==> src/rtl/muldiv_unit.sv <==
// muldiv_unit: iterative RV32M multiply/divide unit for the execute stage.
// Radix-2 shift-add multiply and restoring divide on magnitudes, 32 iterations then a sign-fix cycle.
module muldiv_unit #(
  parameter int WIDTH = 32
) (
  input  logic             clk,
  input  logic             rst_n,
  input  logic             start,
  input  logic [4:0]       sel,
  input  logic [WIDTH-1:0] a,
  input  logic [WIDTH-1:0] b,
  output logic             busy,
  output logic             done,
  output logic [WIDTH-1:0] result
);

  localparam logic [4:0] ALU_MUL    = 5'd10;
  localparam logic [4:0] ALU_MULH   = 5'd11;
  localparam logic [4:0] ALU_MULHSU = 5'd12;
  localparam logic [4:0] ALU_MULHU  = 5'd13;
  localparam logic [4:0] ALU_DIV    = 5'd14;
  localparam logic [4:0] ALU_DIVU   = 5'd15;
  localparam logic [4:0] ALU_REM    = 5'd16;
  localparam logic [4:0] ALU_REMU   = 5'd17;

  localparam logic [WIDTH-1:0]   ZERO     = {WIDTH{1'b0}};
  localparam logic [WIDTH-1:0]   ONE      = {{(WIDTH-1){1'b0}}, 1'b1};
  localparam logic [WIDTH-1:0]   ALL_ONES = {WIDTH{1'b1}};
  localparam logic [WIDTH-1:0]   MIN_NEG  = {1'b1, {(WIDTH-1){1'b0}}};
  localparam logic [2*WIDTH-1:0] ONE2     = {{(2*WIDTH-1){1'b0}}, 1'b1};
  localparam logic [5:0]         LAST_ITER = 6'(WIDTH - 1);

  typedef enum logic [1:0] {
    S_IDLE = 2'd0,
    S_CALC = 2'd1,
    S_FIX  = 2'd2,
    S_DONE = 2'd3
  } state_t;

  state_t             state_q;
  logic [4:0]         op_q;
  logic               div_q;
  logic               sign_a_q;
  logic               sign_b_q;
  logic [5:0]         cnt_q;
  logic [2*WIDTH-1:0] acc_q;
  logic [WIDTH-1:0]   opb_q;
  logic               busy_q;
  logic               done_q;
  logic [WIDTH-1:0]   result_q;

  logic is_m_s, is_div_s, is_rem_s, a_signed_s, b_signed_s;
  logic sa_s, sb_s, special_s;
  logic [WIDTH-1:0] mag_a_s, mag_b_s, special_res_s;

  // Decode the select code into op class and operand signedness.
  always_comb begin
    is_m_s     = 1'b0;
    is_div_s   = 1'b0;
    is_rem_s   = 1'b0;
    a_signed_s = 1'b0;
    b_signed_s = 1'b0;
    case (sel)
      ALU_MUL, ALU_MULH: begin
        is_m_s = 1'b1; a_signed_s = 1'b1; b_signed_s = 1'b1;
      end
      ALU_MULHSU: begin
        is_m_s = 1'b1; a_signed_s = 1'b1;
      end
      ALU_MULHU: is_m_s = 1'b1;
      ALU_DIV: begin
        is_m_s = 1'b1; is_div_s = 1'b1; a_signed_s = 1'b1; b_signed_s = 1'b1;
      end
      ALU_DIVU: begin
        is_m_s = 1'b1; is_div_s = 1'b1;
      end
      ALU_REM: begin
        is_m_s = 1'b1; is_div_s = 1'b1; is_rem_s = 1'b1; a_signed_s = 1'b1; b_signed_s = 1'b1;
      end
      ALU_REMU: begin
        is_m_s = 1'b1; is_div_s = 1'b1; is_rem_s = 1'b1;
      end
      default: is_m_s = 1'b0;
    endcase
  end

  // Operand magnitudes, signs and the divide corner cases resolved at accept.
  always_comb begin
    sa_s    = a_signed_s & a[WIDTH-1];
    sb_s    = b_signed_s & b[WIDTH-1];
    mag_a_s = sa_s ? ((~a) + ONE) : a;
    mag_b_s = sb_s ? ((~b) + ONE) : b;
    if (is_div_s && (b == ZERO)) begin
      special_s     = 1'b1;
      special_res_s = is_rem_s ? a : ALL_ONES;
    end else if (is_div_s && a_signed_s && (a == MIN_NEG) && (b == ALL_ONES)) begin
      special_s     = 1'b1;
      special_res_s = is_rem_s ? ZERO : MIN_NEG;
    end else begin
      special_s     = 1'b0;
      special_res_s = ZERO;
    end
  end

  logic [WIDTH:0]     mul_sum_s, div_tmp_s, div_diff_s;
  logic               div_ge_s;
  logic [WIDTH-1:0]   div_rem_s, quo_fix_s, rem_fix_s, result_fix_d;
  logic [2*WIDTH-1:0] acc_step_d, acc_neg_s, prod_fix_s;

  // One iteration step; acc holds {hi, lo} = {product hi, multiplier} or {remainder, dividend/quotient}.
  always_comb begin
    mul_sum_s  = {1'b0, acc_q[2*WIDTH-1:WIDTH]} + (acc_q[0] ? {1'b0, opb_q} : {1'b0, ZERO});
    div_tmp_s  = {acc_q[2*WIDTH-1:WIDTH], acc_q[WIDTH-1]};
    div_diff_s = div_tmp_s - {1'b0, opb_q};
    div_ge_s   = ~div_diff_s[WIDTH];
    div_rem_s  = div_ge_s ? div_diff_s[WIDTH-1:0] : div_tmp_s[WIDTH-1:0];
    if (div_q) begin
      acc_step_d = {div_rem_s, acc_q[WIDTH-2:0], div_ge_s};
    end else begin
      acc_step_d = {mul_sum_s, acc_q[WIDTH-1:1]};
    end
  end

  // Sign fix-up and result selection for the FIX cycle.
  always_comb begin
    acc_neg_s  = (~acc_q) + ONE2;
    prod_fix_s = (sign_a_q ^ sign_b_q) ? acc_neg_s : acc_q;
    quo_fix_s  = (sign_a_q ^ sign_b_q) ? ((~acc_q[WIDTH-1:0]) + ONE) : acc_q[WIDTH-1:0];
    rem_fix_s  = sign_a_q ? ((~acc_q[2*WIDTH-1:WIDTH]) + ONE) : acc_q[2*WIDTH-1:WIDTH];
    case (op_q)
      ALU_MUL:                        result_fix_d = prod_fix_s[WIDTH-1:0];
      ALU_MULH, ALU_MULHSU, ALU_MULHU: result_fix_d = prod_fix_s[2*WIDTH-1:WIDTH];
      ALU_DIV, ALU_DIVU:              result_fix_d = quo_fix_s;
      ALU_REM, ALU_REMU:              result_fix_d = rem_fix_s;
      default:                        result_fix_d = ZERO;
    endcase
  end

  // Control FSM with registered busy/done/result.
  always_ff @(posedge clk or negedge rst_n) begin
    if (!rst_n) begin
      state_q  <= S_IDLE;
      op_q     <= 5'd0;
      div_q    <= 1'b0;
      sign_a_q <= 1'b0;
      sign_b_q <= 1'b0;
      cnt_q    <= 6'd0;
      acc_q    <= {(2*WIDTH){1'b0}};
      opb_q    <= ZERO;
      busy_q   <= 1'b0;
      done_q   <= 1'b0;
      result_q <= ZERO;
    end else begin
      case (state_q)
        S_IDLE: begin
          if (start && is_m_s) begin
            op_q     <= sel;
            div_q    <= is_div_s;
            sign_a_q <= sa_s;
            sign_b_q <= sb_s;
            cnt_q    <= 6'd0;
            busy_q   <= 1'b1;
            if (special_s) begin
              result_q <= special_res_s;
              done_q   <= 1'b1;
              state_q  <= S_DONE;
            end else begin
              acc_q   <= is_div_s ? {ZERO, mag_a_s} : {ZERO, mag_b_s};
              opb_q   <= is_div_s ? mag_b_s : mag_a_s;
              done_q  <= 1'b0;
              state_q <= S_CALC;
            end
          end else begin
            busy_q <= 1'b0;
            done_q <= 1'b0;
          end
        end
        S_CALC: begin
          acc_q <= acc_step_d;
          cnt_q <= cnt_q + 6'd1;
          if (cnt_q == LAST_ITER) begin
            state_q <= S_FIX;
          end else begin
            state_q <= S_CALC;
          end
        end
        S_FIX: begin
          result_q <= result_fix_d;
          done_q   <= 1'b1;
          state_q  <= S_DONE;
        end
        S_DONE: begin
          busy_q  <= 1'b0;
          done_q  <= 1'b0;
          state_q <= S_IDLE;
        end
        default: begin
          busy_q  <= 1'b0;
          done_q  <= 1'b0;
          state_q <= S_IDLE;
        end
      endcase
    end
  end

  assign busy   = busy_q;
  assign done   = done_q;
  assign result = result_q;

endmodule

==> config.mk <==
export PLATFORM = sky130hd
export DESIGN_NAME = muldiv_unit
export DESIGN_NICKNAME = d
export VERILOG_FILES = /design/src/rtl/muldiv_unit.sv
export SDC_FILE = /design/constraint.sdc
export NUM_CORES = 1
export LEC_CHECK = 0
export ABC_CLOCK_PERIOD_IN_PS = 4500
export BUFFER_PORTS_ARGS = -buffer_cell sky130_fd_sc_hd__buf_2
export CAP_MARGIN = 20
export CELL_PAD_IN_SITES_DETAIL_PLACEMENT = 1
export CELL_PAD_IN_SITES_GLOBAL_PLACEMENT = 1
export CORE_UTILIZATION = 35
export DETAILED_ROUTE_END_ITERATION = 6
export PLACE_DENSITY = 0.69
export SLEW_MARGIN = 10
export SYNTH_ARGS = -nofsm -noshare
export SYNTH_HDL_FRONTEND = slang
export SYNTH_SLANG_ARGS = --single-unit
==> constraint.sdc <==
create_clock -name clk -period 4.5 [get_ports clk]
set_input_delay 0.675 -clock clk [delete_from_list [all_inputs] [get_ports clk]]
set_output_delay 0.675 -clock clk [all_outputs]
set_load 0.05 [all_outputs]
==> metrics.csv, run 1 <==
metric,value,unit
worst_clock_skew,0.00978,ns
buffers_on_ports,105,
clkSlewWorstSetupHoldPaths,0.07,ns
final_hold_viol_count,0,
die_h,211,um
clock_power_share,0.131,
crit_path_start_kind,flip-flop,
cts_max_path_buffers,2,
flow.area_growth_from_synthesis,11.9,%
cts_num_sinks,146,
count_of_instances_resized_after_the_clock_tree_is_built,0,
cts_tree,done,
num_io_pins,106,
dp_hpwl,52200,um
postSynthCellCount,2064,
synth_cell_type_count,84,
critical_path_end_type,flip-flop,
hold_path.class,in2async,
routed_wl,66000,um
synth.ff_latch_count,146,
yosys.area.top_type_share,0.239,
max_rail_drop_vdd,0.349,mV
cts_root_buf,sky130_fd_sc_hd__clkbuf_16,
die_area,44600,sq um
core_area,43100,sq um
effective_utilization_at_floorplan,0.355,
first_pass_grt_wire_length,100000,um
floorplan_die_width,211,um
cts_inserted_buffers,17,
synthDominantAreaCellType,sky130_fd_sc_hd__dfrtp_1,
finalWeightedCongestion,0.936,
floorplan.rows,76,
pre_cts_slack,0.314,ns
worst_slack,0.423,ns
critPathKind,reg2reg,
final_antenna_net_count,0,
r2r_slack,0.42,ns
rsz0062_at_grt,false,
max_slew_margin,0.346,
first_pass_iters,5,
syn_nets,2213,
grt_max_degree,65,
net_switching_power_figure,6120,uW
cp_data_required_time,4.85,ns
maxCapViolations,0,
grt_pass1_vias,16300,
seq_power_share,0.224,
timing.final.setup_violations,0,
via_count,16500,
tightestPinTransition,0.976,ns
post_synth_main_area_contributors,"sky130_fd_sc_hd__dfrtp_1 (24%), sky130_fd_sc_hd__nor2_1 (6.6%), sky130_fd_sc_hd__a21oi_1 (6.3%)",
upper_clock_frequency_limit,245,MHz
drt_drc,0,
groute.usage.overall,0.298,
synthesis.area,15300,sq um
timing.critical_path.arrival,4.43,ns
detail_route.vias_per_cell,6.08,
antenna_found_initial,1,
slew_viols_final,0,
internal_cell_power,5310,uW
drive_gt1_frac,0.121,
clock_insertion_delay_at_the_later_pin_of_the_skew_report,0.46,ns
powerDensity,667,nW/um^2
post_synth.cell_area_avg,7.41,sq um
period_share,0.906,
cp_max_fo,12,
cts_htree_levels,4,
total_leakage_power,0.00725,uW
tns,0,ns
switching_portion_of_total_power,0.535,
synth_seq_area_share,0.239,
synthesis.yosys.warnings,0,
yosys_most_used_dff,sky130_fd_sc_hd__dfrtp_1,
status,"complete, no violations",
nets,2260,
fin_crit,4.08,ns
postCtsSetupBuffers,0,
pwr-share-comb,0.645,
startpoint,acc_q[0],
hold_buffers,0,
async_flop_share,1.00,
routedWlPerCell,24.3,um
dr.first_iter.drc_count,1295,
grt.overflow.total,0,
synth_enable_flop_cells,0,
source_of_the_worst_register_to_register_timing_path,acc_q[0],
==> metrics by stage <==
step | power (uW) | hold slack [ns] | area, sq um | util | instances
2_1_floorplan | 7270 | 0.379 | 15300 | - | 2064
3_3_place_gp | 9550 | 0.460 | 16500 | 0.383 | 2676
3_5_place_dp | 9770 | 0.470 | 16500 | 0.384 | 2677
4_1_cts | 11300 | 0.179 | 17100 | 0.397 | 2709
5_1_grt | 12200 | 0.182 | 17100 | 0.397 | 2709
6_report | 11400 | 0.156 | 17100 | 0.398 | 2710
==> cell usage after synthesis (6+ instances only) <==
| master | count |
|---|---|
| sky130_fd_sc_hd__o211a_1 | 8 |
| sky130_fd_sc_hd__xor2_1 | 91 |
| sky130_fd_sc_hd__o211ai_1 | 11 |
| sky130_fd_sc_hd__o21ai_1 | 24 |
| sky130_fd_sc_hd__and3_1 | 17 |
| sky130_fd_sc_hd__nor3_1 | 45 |
| sky130_fd_sc_hd__a211oi_1 | 38 |
| sky130_fd_sc_hd__o22ai_1 | 21 |
| sky130_fd_sc_hd__nor4_1 | 15 |
| sky130_fd_sc_hd__inv_1 | 65 |
| sky130_fd_sc_hd__or4_1 | 14 |
| sky130_fd_sc_hd__nor2_1 | 270 |
| sky130_fd_sc_hd__mux2_2 | 33 |
| sky130_fd_sc_hd__mux2i_1 | 11 |
| sky130_fd_sc_hd__ha_1 | 75 |
| sky130_fd_sc_hd__o221ai_1 | 13 |
| sky130_fd_sc_hd__and2_1 | 7 |
| sky130_fd_sc_hd__o21a_1 | 20 |
| sky130_fd_sc_hd__a21oi_1 | 194 |
| sky130_fd_sc_hd__o21bai_1 | 7 |
| sky130_fd_sc_hd__nand2_1 | 164 |
| sky130_fd_sc_hd__nand2b_1 | 16 |
| sky130_fd_sc_hd__buf_4 | 6 |
| sky130_fd_sc_hd__a31oi_1 | 42 |
| sky130_fd_sc_hd__o31ai_1 | 29 |
| sky130_fd_sc_hd__a22oi_1 | 16 |
| sky130_fd_sc_hd__clkbuf_1 | 111 |
| sky130_fd_sc_hd__xnor2_1 | 101 |
| sky130_fd_sc_hd__nand4_1 | 22 |
| sky130_fd_sc_hd__a211o_1 | 8 |
| sky130_fd_sc_hd__nor2b_1 | 13 |
| sky130_fd_sc_hd__or3_1 | 38 |
| sky130_fd_sc_hd__a21o_1 | 35 |
| sky130_fd_sc_hd__dfrtp_1 | 146 |
| sky130_fd_sc_hd__buf_2 | 12 |
| sky130_fd_sc_hd__o41ai_1 | 19 |
| sky130_fd_sc_hd__nand3_1 | 26 |
| sky130_fd_sc_hd__buf_1 | 7 |
| sky130_fd_sc_hd__o21ai_0 | 180 |
==> cell families after synthesis <==
group,count (synthesis),synth area share
AOI/OAI and AO/OA,717,0.293
buffers and inverters,204,0.0540
adders and majority gates,77,0.0639
and+or+nand+nor,684,0.209
xor gates and xnor gates,192,0.110
muxes,44,0.0315
DFF,146,0.239
==> state kept, by name, summed over array words and instances, names as in the netlist <==
name      flops
sign_b_q      1
div_q         1
acc_q        64
op_q          5
done          1
sign_a_q      1
result       32
opb_q        32
busy          1
state_q       2
cnt_q         6
==> layout by cell type, fill, tap and decap left out, types with 38 or more instances in the layout <==
cell type	instances
sky130_fd_sc_hd__a211oi_1	38
sky130_fd_sc_hd__nor2_1	270
sky130_fd_sc_hd__nor3_1	45
sky130_fd_sc_hd__ha_1	74
sky130_fd_sc_hd__dfrtp_1	145
sky130_fd_sc_hd__buf_4	60
sky130_fd_sc_hd__or3_1	38
sky130_fd_sc_hd__o21ai_0	179
sky130_fd_sc_hd__xor2_1	89
sky130_fd_sc_hd__inv_1	65
sky130_fd_sc_hd__buf_2	104
sky130_fd_sc_hd__xnor2_1	100
sky130_fd_sc_hd__a21oi_1	194
sky130_fd_sc_hd__a31oi_1	42
sky130_fd_sc_hd__nand2_1	163
==> area by class of cell <==
class / instances / area, sq um
antenna: 1 / 2.50
clock buffer: 17 / 425
clock inverter: 15 / 173
fill: 5369 / 26000
inverter: 65 / 244
multi-input combinational: 1714 / 10900
sequential: 146 / 3650
tap: 585 / 732
timing repair buffer: 167 / 1020
==> worst max-delay path: stages, from the launching register on <==
cell and delay (ns):
sky130_fd_sc_hd__dfrtp_1 0.49, sky130_fd_sc_hd__inv_1 0.38, sky130_fd_sc_hd__nor2_1 0.10, sky130_fd_sc_hd__ha_1 0.42, sky130_fd_sc_hd__and3_1 0.28, sky130_fd_sc_hd__nand4_1 0.11
sky130_fd_sc_hd__o32ai_1 0.70, sky130_fd_sc_hd__a2bb2oi_1 0.29, sky130_fd_sc_hd__o21ai_0 0.45, sky130_fd_sc_hd__a221o_1 0.33, sky130_fd_sc_hd__xnor2_1 0.15, sky130_fd_sc_hd__o22ai_1 0.09
sky130_fd_sc_hd__a21o_1 0.17
==> final timing paths <==
| path | end | cells after the start |
|---|---|---|
| max | acc_q[60] | 12 |
| min | result[28] | 1 |
| max reg2reg | acc_q[60] | 12 |
| min reg2reg | result[13] | 2 |
| max in group asynchronous | result[7] | 2 |
| min in group clk | result[13] | 2 |
==> per-layer routing <==
layer	global-route usage	wire, um	vias to the layer above
met4	0.120	2490	0
li1	-	-	7598
met1	0.414	29500	8165
met5	0	0	-
met3	0.0647	5240	102
met2	0.446	28700	599
==> power groups by stage <==
stage	logic, uW	clock network, uW	registers, uW
floorplan	5170	0	2100
global route	8050	1570	2610
finish	7370	1500	2560
detailed placement	7210	0	2560
CTS	7280	1510	2530
global placement	7030	0	2520
(Power assumes the default switching activity.)
==> run 2: changes to the inputs <==
--- a/config.mk
+++ b/config.mk
@@ -5,14 +5,15 @@
 export SDC_FILE = /design/constraint.sdc
 export NUM_CORES = 1
 export LEC_CHECK = 0
-export ABC_CLOCK_PERIOD_IN_PS = 4500
+export ABC_CLOCK_PERIOD_IN_PS = 3300
 export BUFFER_PORTS_ARGS = -buffer_cell sky130_fd_sc_hd__buf_2
 export CAP_MARGIN = 20
 export CELL_PAD_IN_SITES_DETAIL_PLACEMENT = 1
 export CELL_PAD_IN_SITES_GLOBAL_PLACEMENT = 1
+export CORE_ASPECT_RATIO = 0.9
 export CORE_UTILIZATION = 35
 export DETAILED_ROUTE_END_ITERATION = 6
-export PLACE_DENSITY = 0.69
+export PLACE_DENSITY = 0.72
 export SLEW_MARGIN = 10
 export SYNTH_ARGS = -nofsm -noshare
 export SYNTH_HDL_FRONTEND = slang
==> constraint.sdc (replaced) <==
create_clock -name clk -period 3.3 [get_ports clk]
set_input_delay 0.495 -clock clk [delete_from_list [all_inputs] [get_ports clk]]
set_output_delay 0.495 -clock clk [all_outputs]
set_load 0.05 [all_outputs]
==> run 2 against run 1 <==
Register-to-register slack worse by 0.37 ns; non-clock buffer count up 257; combinational power up 82%; clock skew up 0.0054 ns; first-iteration DRC count up 12%; power up 62%; wire length up 9.6%; via count up 8.5%; utilization up 5.9 points; flip-flop and latch count unchanged; cell count up 8.3%; maximum frequency up 25%; largest power group unchanged; highest routed layer unchanged.
==> metrics.csv, run 2 (synthesis results as in run 1) <==
metric,value,unit,change
overall_power_of_the_completed_layout,18500,uW,+62%
grt.met3_usage,0.0556,,-0.00908
cts_inserted_buffers,17,,unchanged
internal_cell_power,9060,uW,+71%
worst_path_largest_cell_delay,0.53,ns,-0.17 ns
worst_r2r_path_depth,12,,unchanged
dr.first_iter.drc_count,1454,,+12%
die_h,200,um,-5.1%
critical-path-slowest-cell,sky130_fd_sc_hd__a2111o_1,,
buffers_on_ports,105,,unchanged
routedWlPerCell,24.6,um,+1.2%
tns,0,ns,unchanged
timing.final.setup_violations,0,,unchanged
die_area,44600,sq um,about the same
detail_route.vias_per_cell,6.08,,+0.13%
grt_max_degree,78,,+20%
final_antenna_net_count,0,,unchanged
first_pass_grt_wire_length,110000,um,+9.5%
grt_busiest_layer,met2,,
powerDensity,939,nW/um^2,+41%
maxCapViolations,0,,unchanged
timing.critical_path.max_delay_family,compound AO/OA/AOI/OAI gates,,
nets,2517,,+11%
tightestPinTransition,1.02,ns,+0.0479 ns
top_register,acc_q,,
antenna_found_initial,0,,-1
crit_chain,buf_4 -> ha_1 -> a21o_1 -> or3_1 -> o211a_1 -> a2111o_1 -> a31oi_2 -> buf_4 -> o41ai_1 -> xnor2_1 -> nand3_1 -> and4_1,,
timing.critical_path.arrival,3.61,ns,-0.82 ns
number_of_antenna_repair_diodes,0,,-1
rsz0062_at_grt,true,,
total_leakage_power,0.00869,uW,+20%
hold_path.class,in2async,,
net_switching_power_figure,9400,uW,+54%
cts_root_buf,sky130_fd_sc_hd__clkbuf_16,,
clock_power_share,0.109,,-0.022
clkSlewWorstSetupHoldPaths,0.08,ns,about the same
grt_pass1_vias,17900,,+9.6%
largest_register_ffs,64,,unchanged
worst_clock_skew,0.0152,ns,+0.00540 ns
cpMostUsedCell,sky130_fd_sc_hd__buf_4,,
first_pass_iters,6,,+1
crit_path_start_kind,flip-flop,,
core_area,43100,sq um,about the same
globalRouteMet1Util,0.461,,+0.0475
effective_utilization_at_floorplan,0.355,,about the same
timing.critical_path.depth,12,,unchanged
drt_drc,0,,unchanged
cts_max_path_buffers,2,,unchanged
critical_path_end_type,flip-flop,,
clock_insertion_delay_at_the_later_pin_of_the_skew_report,0.47,ns,about the same
floorplan.rows,72,,-5.3%
worst-path-buf-inv,2,,+1
period_share,0.985,,+0.0793
cp_data_required_time,3.66,ns,-1.19 ns
cts_num_sinks,146,,unchanged
fin_util,0.457,,+0.0590
upper_clock_frequency_limit,308,MHz,+25%
max_rail_drop_vdd,0.435,mV,+25%
cp_max_fo,4,,-8
via_count,17900,,+8.5%
dp_hpwl,57200,um,+9.5%
finalWeightedCongestion,0.983,,+5.1%
r2r_slack,0.05,ns,-0.37 ns
fin_crit,3.25,ns,-0.825 ns
max_slew_margin,0.317,,-0.0287
most-common-layout-cells,"sky130_fd_sc_hd__buf_4 (294), sky130_fd_sc_hd__nor2_1 (270), sky130_fd_sc_hd__a21oi_1 (186)",,
mostFrequentLayoutCell,sky130_fd_sc_hd__buf_4,,
flow.area_growth_from_synthesis,28.5,%,
floorplan_die_width,222,um,+5.4%
seq_power_share,0.162,,-0.062
cts_tree,done,,
hold_buffers,0,,unchanged
final_hold_viol_count,0,,unchanged
critPathKind,reg2reg,,
pwr-share-comb,0.728,,+0.083
slew_viols_final,0,,unchanged
num_io_pins,106,,unchanged
cts_htree_levels,4,,unchanged
fillers,5339,,-0.56%
status,"complete, no violations",,
grt.overflow.total,0,,unchanged
groute.usage.overall,0.322,,+0.0235
groute.layer.met2.usage,0.490,,+0.0431
switching_portion_of_total_power,0.509,,-0.0259
routed_wl,72300,um,+9.6%
drive_gt1_frac,0.243,,+0.121
-- run 2: final timing paths --
kind,startpoint,endpoint
max,acc_q[34],acc_q[63]
min,rst_n,result[19]
max reg2reg,acc_q[34],acc_q[63]
min reg2reg,opb_q[23],opb_q[23]
max in group asynchronous,rst_n,acc_q[0]
min in group clk,sel[0],op_q[0]
-- run 2: area by class of cell --
type                    count  area, sq um  area share
repair buffers            424         3220       0.164
inverters                  65          246      0.0125
flip-flops and latches    146         3660       0.186
well taps                 555          694      0.0353
clock inverters            15          160     0.00815
clock buffers              17          425      0.0216
multi-input cells        1714        11300       0.572
-- run 2: power groups by stage --
stage | registers (uW) | logic (uW) | clock network [uW]
floorplan | 2860 | 7050 | 0
global placement | 2960 | 11700 | 0
detailed placement | 2990 | 12100 | 0
CTS | 2960 | 12900 | 2050
global route | 3060 | 14300 | 2120
finish | 2990 | 13400 | 2020
-- run 2: per-stage QoR --
stage	cells	instance area, sq um	setup slack (ns)	hold WS, ns
2_1_floorplan	2064	15300	0.00000844	0.199
5_1_grt	2936	19700	-0.00566	0.0516
3_5_place_dp	2892	18500	-0.180	0.471
6_report	2936	19700	0.0485	0.0148
4_1_cts	2934	19400	-0.00370	0.0358
3_3_place_gp	2892	18500	-0.152	0.462
-- run 2: routing by layer --
metal  wire length [um]  vias to the layer above
met5                  0                        -
met4               1960                        0
met3               5890                      106
met2              31600                      693
met1              32900                     8952
li1                   -                     8109
-- run 2: what timing repair did --
item	CTS	global route
buffers inserted	9	4
resized for setup	32	55
pin swaps	10	31
endpoints found under the setup margin	31	39
cloned	2	0
==> run 3: changes to the inputs <==
--- a/config.mk
+++ b/config.mk
@@ -5,6 +5,7 @@
 export SDC_FILE = /design/constraint.sdc
 export NUM_CORES = 1
 export LEC_CHECK = 0
+export ABC_AREA = 1
 export ABC_CLOCK_PERIOD_IN_PS = 3300
 export BUFFER_PORTS_ARGS = -buffer_cell sky130_fd_sc_hd__buf_2
 export CAP_MARGIN = 20
@@ -13,7 +14,7 @@
 export CORE_ASPECT_RATIO = 0.9
 export CORE_UTILIZATION = 35
 export DETAILED_ROUTE_END_ITERATION = 6
-export PLACE_DENSITY = 0.72
+export PLACE_DENSITY = 0.76
 export SLEW_MARGIN = 10
 export SYNTH_ARGS = -nofsm -noshare
 export SYNTH_HDL_FRONTEND = slang
==> run 3 against run 2 <==
The run now ends with DRC left; setup slack improved by 0.24 ns; critical path depth is 4 higher; highest routed layer is now met5; die area rose by 24%; via count rose by 38%; largest power group unchanged; count of clock-buffer cells in the layout up 1; hold slack better by 0.087 ns.
==> metrics.csv, run 3 <==
metric,value,unit,change
synth.ff_latch_count,146,,unchanged
finalWeightedCongestion,1.01,,+2.3%
synthDominantAreaCellType,sky130_fd_sc_hd__nand2_1,,
fin_crit,3.02,ns,-0.235 ns
synth_cell_type_count,50,,-40%
die_h,223,um,+11%
crit_path_start_kind,flip-flop,,
cp_data_required_time,3.65,ns,about the same
tightestPinTransition,0.901,ns,-0.123 ns
hold_path.class,in2async,,
die_area,55100,sq um,+24%
drive_gt1_frac,0.0708,,-0.172
post-synth-top-count-cell,sky130_fd_sc_hd__nand2_1,,
powerDensity,1020,nW/um^2,+9.0%
drt_drc,4,,+4
nets,3725,,+48%
switching_portion_of_total_power,0.616,,+0.107
worst_path_largest_cell_delay,0.76,ns,+0.23 ns
most-common-layout-cells,"sky130_fd_sc_hd__nand2_1 (1117), sky130_fd_sc_hd__nand3_1 (467), sky130_fd_sc_hd__inv_1 (457)",,
timing.final.setup_violations,0,,unchanged
critical-path-slowest-cell,sky130_fd_sc_hd__dfrtp_1,,
via_count,24600,,+38%
top_register,acc_q,,
crit_chain,ha_1 -> nand2_1 -> inv_1 -> nand2_1 -> nand2_1 -> nand2_1 -> nand2_1 -> a21oi_1 -> nand2_1 -> nand2_1 -> nand2_1 -> buf_12 -> nand3_1 -> nand3_1 -> nand2_1 -> nand2_1,,
yosys.area.top_type_share,0.221,,-0.0177
post_synth_main_area_contributors,"sky130_fd_sc_hd__nand2_1 (22%), sky130_fd_sc_hd__dfrtp_1 (19%), sky130_fd_sc_hd__nand3_1 (12%)",,
cpMostUsedCell,sky130_fd_sc_hd__nand2_1,,
maxCapViolations,0,,unchanged
postCtsSetupBuffers,0,,-9
cts_root_buf,sky130_fd_sc_hd__clkbuf_16,,
net_switching_power_figure,13300,uW,+42%
routed_wl,97000,um,+34%
synth_enable_flop_cells,0,,unchanged
async_flop_share,1.00,,unchanged
cts_htree_levels,4,,unchanged
floorplan_die_width,247,um,+11%
largest_register_ffs,64,,unchanged
synth_commonest_cells,"sky130_fd_sc_hd__nand2_1 (1117), sky130_fd_sc_hd__nand3_1 (467), sky130_fd_sc_hd__inv_1 (457), sky130_fd_sc_hd__nor2_1 (428), sky130_fd_sc_hd__a21oi_1 (188)",,
period_share,0.914,,-0.0714
num_io_pins,106,,unchanged
cts_num_sinks,146,,unchanged
hold_ws,0.102,ns,+0.0867 ns
pwr-share-comb,0.747,,+0.019
mostFrequentLayoutCell,sky130_fd_sc_hd__nand2_1,,
critPathKind,reg2reg,,
final_antenna_net_count,0,,unchanged
core_area,53300,sq um,+24%
cts_tree,done,,
grt_max_degree,81,,+3.8%
buffers_on_ports,105,,unchanged
count_of_instances_resized_after_the_clock_tree_is_built,0,,-100%
max_rail_drop_vdd,0.518,mV,+19%
first_pass_grt_wire_length,145000,um,+32%
worst_clock_skew,0.0128,ns,-0.00235 ns
clkSlewWorstSetupHoldPaths,0.07,ns,about the same
routedWlPerCell,22.6,um,-8.1%
dr.first_iter.drc_count,2784,,+91%
critical_path_end_type,flip-flop,,
timing.critical_path.arrival,3.36,ns,-0.25 ns
grt.overflow.total,0,,unchanged
synthesis.area,19000,sq um,+24%
yosys_most_used_dff,sky130_fd_sc_hd__dfrtp_1,,
dp_hpwl,79900,um,+40%
status,"complete, but fails checks",,
groute.usage.overall,0.349,,+0.0277
total_leakage_power,0.0109,uW,+26%
hold_buffers,0,,unchanged
syn_nets,3635,,+64%
post_synth.cell_area_avg,5.44,sq um,-27%
floorplan.rows,80,,+11%
rsz0062_at_grt,false,,
slew_viols_final,0,,unchanged
overall_power_of_the_completed_layout,21600,uW,+17%
grt_pass1_vias,23000,,+28%
synth_seq_area_share,0.193,,-0.0461
final_hold_viol_count,0,,unchanged
source_of_the_worst_register_to_register_timing_path,acc_q[50],,
postSynthCellCount,3486,,+69%
synthesis.yosys.warnings,0,,unchanged
detail_route.vias_per_cell,5.73,,-5.8%
effective_utilization_at_floorplan,0.356,,+0.000822
tns,0,ns,unchanged
flow.area_growth_from_synthesis,11.2,%,
fin_util,0.396,,-0.0606
seq_power_share,0.163,,about the same
upper_clock_frequency_limit,332,MHz,+7.8%
failed_checks,DRC,,
clock_power_share,0.089,,-0.020
antenna_found_initial,7,,+7
max_slew_margin,0.399,,+0.0822
cts_inserted_buffers,17,,unchanged
internal_cell_power,8280,uW,-8.6%
startpoint,acc_q[50],,
cp_max_fo,32,,+28
clock_insertion_delay_at_the_later_pin_of_the_skew_report,0.46,ns,about the same
cts_max_path_buffers,2,,unchanged
first_pass_iters,7,,+1
run 3: routing by layer:
layer / wire, um / vias up / track usage
li1: - / 11400 / -
met1: 43700 / 11900 / 0.509
met4: 2830 / 14 / 0.108
met3: 9750 / 141 / 0.0771
met5: 188 / - / 0.0143
met2: 40600 / 1144 / 0.505
run 3: logic make-up after synthesis:
kind of cell / Yosys count / share of synthesized area
DFF: 146 / 0.193
and+or+nand+nor: 2154 / 0.477
adders and majority gates: 77 / 0.0516
AOI/OAI and AO/OA: 477 / 0.135
buffers and inverters: 586 / 0.123
xor gates and xnor gates: 46 / 0.0212
run 3: path summary, 6_finish.rpt:
path                                   to  slack [ns]  depth (start not counted)
worst max-delay path            acc_q[53]        0.28                         16
worst min-delay path            opb_q[20]        0.10                          1
worst max register to register  acc_q[53]        0.28                         16
worst min register to register  result[2]        0.49                          2
max in group asynchronous           div_q        2.37                          2
min in group clk                  op_q[2]        0.34                          3
run 3: power groups by stage:
stage / clock (uW) / combinational [uW] / sequential (uW)
floorplan: 0 / 10100 / 3170
global placement: 0 / 15200 / 3440
detailed placement: 0 / 15500 / 3470
CTS: 1930 / 15600 / 3450
global route: 2000 / 17600 / 3550
finish: 1920 / 16100 / 3530
run 3: critical path: cells and delay by family, from the launching register on:
| kind | cells | cell delay [ns] |
|---|---|---|
| buffers and inverters | 2 | 0.24 |
| AO/OA/AOI/OAI | 1 | 0.28 |
| AND/OR/NAND/NOR | 12 | 1.20 |
| flip-flops | 1 | 0.76 |
| adder cells (fa/ha/maj) | 1 | 0.39 |
run 3: through the flow:
stage	worst slack, ns	cell area [sq um]	std cells
floorplan	0.746	19000	3486
global placement	0.426	20500	4254
detailed placement	0.270	20500	4254
CTS	0.346	21100	4286
global route	0.0798	21100	4286
finish	0.284	21100	4287
run 3: cell type report:
type | instances | area (sq um)
Tap cell | 697 | 872
Multi-Input combinational cell | 2754 | 13000
Fill cell | 7660 | 32200
Sequential cell | 146 | 3650
Antenna cell | 1 | 2.50
Inverter | 472 | 1770
Clock buffer | 18 | 429
Clock inverter | 14 | 133
Timing Repair Buffer | 185 | 1220
